`src/rtl/pipeline_hazard_ctrl.sv`:
```
// pipeline_hazard_ctrl: stall/flush sequencer for memory hold, taken branch and load-use; HAZARD_PERF_EN adds a stall-cycle counter
module pipeline_hazard_ctrl #(
    parameter int MEM_TIMEOUT = 255,
    parameter int PERF_W      = 32
) (
    input  logic              clk,
    input  logic              rst,
    input  logic [4:0]        id_rs1,
    input  logic [4:0]        id_rs2,
    input  logic              id_uses_rs1,
    input  logic              id_uses_rs2,
    input  logic              ex_mem_read,
    input  logic [4:0]        ex_rd,
    input  logic              ex_branch_taken,
    input  logic              mem_req,
    input  logic              mem_ready,
    output logic              stall_if,
    output logic              stall_id,
    output logic              stall_ex,
    output logic              stall_mem,
    output logic              stall_wb,
    output logic              flush_id,
    output logic              flush_ex,
    output logic              mem_timeout,
    output logic [PERF_W-1:0] perf_stall_cycles
);
    typedef enum logic [1:0] {RUN, MEM_WAIT, ERROR} state_t;
    localparam logic [15:0] TMO = 16'(MEM_TIMEOUT);
    state_t      state_q, state_d;
    logic [15:0] cnt_q, cnt_d;
    logic        mem_timeout_q, mem_timeout_d;
    logic        mem_hold, load_use, hold_o, branch_o, lu_o;
    // next state and wait counter; the counter restarts at zero whenever RUN is entered
    always_comb begin
        state_d = state_q;
        cnt_d   = cnt_q;
        case (state_q)
            RUN: begin
                state_d = (mem_req && !mem_ready) ? MEM_WAIT : RUN;
                cnt_d   = (mem_req && !mem_ready) ? 16'd1 : 16'd0;
            end
            MEM_WAIT: begin
                state_d = mem_ready ? RUN : (cnt_q == TMO) ? ERROR : MEM_WAIT;
                cnt_d   = mem_ready ? 16'd0 : (cnt_q == TMO) ? cnt_q : cnt_q + 16'd1;
            end
            default: state_d = ERROR;
        endcase
        mem_timeout_d = (state_d == ERROR);
    end
    // state, counter and error flag registers with asynchronous reset
    always_ff @(posedge clk or posedge rst) begin
        if (rst) begin
            state_q       <= RUN;
            cnt_q         <= '0;
            mem_timeout_q <= 1'b0;
        end else begin
            state_q       <= state_d;
            cnt_q         <= cnt_d;
            mem_timeout_q <= mem_timeout_d;
        end
    end
    // prioritised stall/flush decode, forced quiet while reset is held
    always_comb begin
        mem_hold  = (state_q == RUN && mem_req && !mem_ready) || (state_q == MEM_WAIT && !mem_ready) || (state_q == ERROR);
        load_use  = ex_mem_read && (ex_rd != 5'd0) &&
                    ((id_uses_rs1 && id_rs1 == ex_rd) || (id_uses_rs2 && id_rs2 == ex_rd));
        hold_o    = !rst && mem_hold;
        branch_o  = !rst && !mem_hold && ex_branch_taken;
        lu_o      = !rst && !mem_hold && !ex_branch_taken && load_use;
        stall_if  = hold_o || lu_o;
        stall_id  = hold_o || lu_o;
        stall_ex  = hold_o;
        stall_mem = hold_o;
        stall_wb  = hold_o;
        flush_id  = branch_o;
        flush_ex  = branch_o || lu_o;
    end
    assign mem_timeout = mem_timeout_q;
`ifdef HAZARD_PERF_EN
    logic [PERF_W-1:0] perf_q, perf_d;
    // saturating count of clock edges that saw stall_if high
    always_comb begin
        perf_d = (stall_if && perf_q != {PERF_W{1'b1}}) ? perf_q + 1'b1 : perf_q;
    end
    // performance counter register
    always_ff @(posedge clk or posedge rst) begin
        if (rst) perf_q <= '0;
        else     perf_q <= perf_d;
    end
    assign perf_stall_cycles = perf_q;
`else
    assign perf_stall_cycles = '0;
`endif
endmodule

```
`config.mk`:
```
export PLATFORM = sky130hd
export DESIGN_NAME = pipeline_hazard_ctrl
export DESIGN_NICKNAME = d
export VERILOG_FILES = /design/src/rtl/pipeline_hazard_ctrl.sv
export SDC_FILE = /design/constraint.sdc
export NUM_CORES = 1
export LEC_CHECK = 0
export ABC_AREA = 0
export BUFFER_PORTS_ARGS = -buffer_cell sky130_fd_sc_hd__buf_4
export CORE_MARGIN = 5
export CORE_UTILIZATION = 35
export CTS_CLUSTER_SIZE = 20
export DETAILED_ROUTE_END_ITERATION = 12
export SYNTH_ARGS = -nofsm -noshare
export SYNTH_HDL_FRONTEND = slang
export SYNTH_SLANG_ARGS = --single-unit
```
`constraint.sdc`:
```
create_clock -name clk -period 2.45 [get_ports clk]
set_input_delay 0.1225 -clock clk [delete_from_list [all_inputs] [get_ports clk]]
set_output_delay 0.1225 -clock clk [all_outputs]
set_load 0.05 [all_outputs]
```
==> run metrics <==
syn_area_per_cell 8.501 µm²; Overflow after GRT 0; highest clock rate 508.1 MHz; HPWL after detailed placement 2.591 mm; antenna cells 0; ys async rst share 100.0%; Nets 235; EDFF count, synth 0; Die Y-Extent 77.04 µm; TritonRoute pass-1 iters 4; Pwr Total 0.0007617 W; Crit. End Element output port; Core Util, Final 39.97%; skew final 0.005190 ns; CTS root buf clkbuf_8; top_reg_cell synth dfrtp_1; Worst Path Max Fanout 11; largest net degree at the start of global routing 20; post_cts resized 0; routed wire length per instance 12.86 µm; status finished clean; synth-to-layout area growth 10.66%; CTS tree yes; Mapped Area 1573 µm²; RSZ-0062 raised after global routing false; Rows 24; number of synthesized register bits 19; GRT met3 Usage 3.279%; minimum clock period 1.968 ns; WP data required 2.33 ns; die area 5934 µm²; Worst Max-Slew Pin Slew 0.7302 ns; Clk pin slew, worst setup/hold paths 0.07 ns; Post-CTS Setup Repair Bufs 0; Cell Pwr Density 437.6 nW/µm²; met2 usage 20.37%; Seq/Total Area, Yosys 30.23%; global route hottest layer met2; Power Internal 0.0004817 W; WL final 3.369 mm; CTS H-tree lvls 1; CTS max path bufs 2; Syn Inst Count 185; DR vias 1344; Tcrit/Tclk final 80.33%; relative slew slack 51.27%; NetSw 0.0002800 W; combinational power share 28.9%; Setup TNS 0 ns; WS Path Type reg -> out; PortBufs 30; DRT iter0 DRCs 57; final cell count without fillers 262; max-slew violation count 0; Synth Warn # 0; worst skew pair latency 0.26 ns; Yosys cell types 49; I/O Pins 63; Initial Util 36.12%; Sequential Power Share 42.2%; CTS buffer count 3; Pleak 0.8298 nW; Die Width 77.04 µm; Via-to-Cell Ratio 5.130; Max Cap Viol 0; startpoint types flop; Post-CTS Hold Buffers 0; Finish-stage setup viols 0; # DRC 0; power share of the clock group 28.9%; final hold vios 0; initial antenna violation count 0; first-pass GRT wire length 5.816 mm; final antenna-violating net count 0; dpl cells 258; GPL Wtd Cong 0.7645; CTS sink cnt 19; area of the core 4354 µm²; share of layout cells above drive strength 1 19.52%; Crit path arrival time 1.85 ns; total track usage 11.33%; number of global-route vias before repair 1304; met1 Use GR 13.88%; Hold Path Class in -> async; VDD IR max 0.1682 mV; Sw Share 36.76%
[path summary, 6_finish.rpt]
check	from	endpoint	slack (ns)	depth (start not counted)
min in group clk	mem_req	cnt_q[0]	0.14	3
worst min-delay path	rst	state_q[0]	0.01	2
max in group asynchronous	rst	cnt_q[11]	1.97	2
worst max-delay path	state_q[1]	flush_ex	0.48	5
worst min register to register	state_q[0]	state_q[0]	0.53	1
worst max register to register	cnt_q[0]	cnt_q[3]	0.56	5
[registers in the layout (all words and copies together), names as in the netlist]
signal	count
mem_timeout	1
cnt_q	16
state_q	2
[stage by stage]
step / instance area (µm²) / setup slack (ns) / hold WS, ns
CTS: 1740 / 0.4960 / 0.06055
global route: 1740 / 0.3750 / 0.1196
floorplan: 1689 / 0.4006 / 0.07363
detailed placement: 1695 / 0.5837 / 0.3411
global placement: 1695 / 0.6423 / 0.3369
finish: 1740 / 0.4818 / 0.01167
[synth_stat cells (all sizes together) (4+ instances only)]
cell type	n	area share (%)
buf	38	18
dfrtp	19	30
nand2	17	4.1
nand3	12	3.8
xor2	8	4.5
o21ai	7	2.2
or4	7	3.3
nor2	6	1.4
nor4	6	2.4
o211ai	6	2.9
nand4	5	2.4
and2	4	1.6
nand2b	4	1.6
[power by group through the flow]
stage | Clock, W | Combinational (W) | Sequential (W)
2_1_floorplan | 0 | 0.000213 | 0.000326
3_3_place_gp | 0 | 0.000220 | 0.000327
3_5_place_dp | 0 | 0.000220 | 0.000328
4_1_cts | 0.000228 | 0.000221 | 0.000321
5_1_grt | 0.000247 | 0.000235 | 0.000322
6_report | 0.000220 | 0.000220 | 0.000321
[cell families (layout without fill, tap and decap cells)]
logic type	after synthesis	count (layout)	synth area share (%)
other	1	32	0.2384
adders and majority gates	1	1	0.7954
xor gates and xnor gates	10	10	5.569
buffers and inverters	43	37	19.01
and+or+nand+nor	76	76	28.00
AOI/OAI and AO/OA	33	33	14.88
DFF	19	19	30.23
muxes	2	2	1.273
[worst max-delay path: stages (launching register included)]
cell	delay, ns
dfrtp_1	0.56
nor2_1	0.16
a211oi_1	0.33
and2_1	0.19
o21bai_1	0.12
buf_4	0.22
[cell usage in the layout (no fill, tap or decap), types with 2 or more instances in the layout]
master	Yosys	routed
conb_1	1	32
buf_4	36	31
dfrtp_1	19	19
nand2_1	17	17
nand3_1	12	12
xor2_1	8	8
o21ai_0	7	7
or4_1	7	7
nor4_1	6	6
nor2_1	6	6
o211ai_1	6	6
nand4_1	4	4
nand2b_1	4	4
a21oi_1	3	3
and2_1	3	3
clkbuf_8	0	3
and4_1	2	2
nor3_1	2	2
or3_1	2	2
mux2i_1	2	2
a21o_1	2	2
xnor2_1	2	2
a32oi_1	2	2
inv_1	2	2
or4b_1	2	2
[final cells by class]
cell class / instances / area, µm²
Fill cell: 455 / 2614
Multi-Input combinational cell: 154 / 914.6
Sequential cell: 19 / 475.5
Timing Repair Buffer: 31 / 232.7
Tap cell: 52 / 65.06
Clock buffer: 4 / 45.04
Inverter: 2 / 7.507
[layer usage]
metal  share of wire [%]  up-vias  wire length, µm
met5                   0        -                0
met4                0.21        0                7
met3                 8.3        2              280
met2                  50       53             1686
met1                  41      631             1395
li1                    -      658                -
Note: power is estimated with default switching activity, not from simulation.
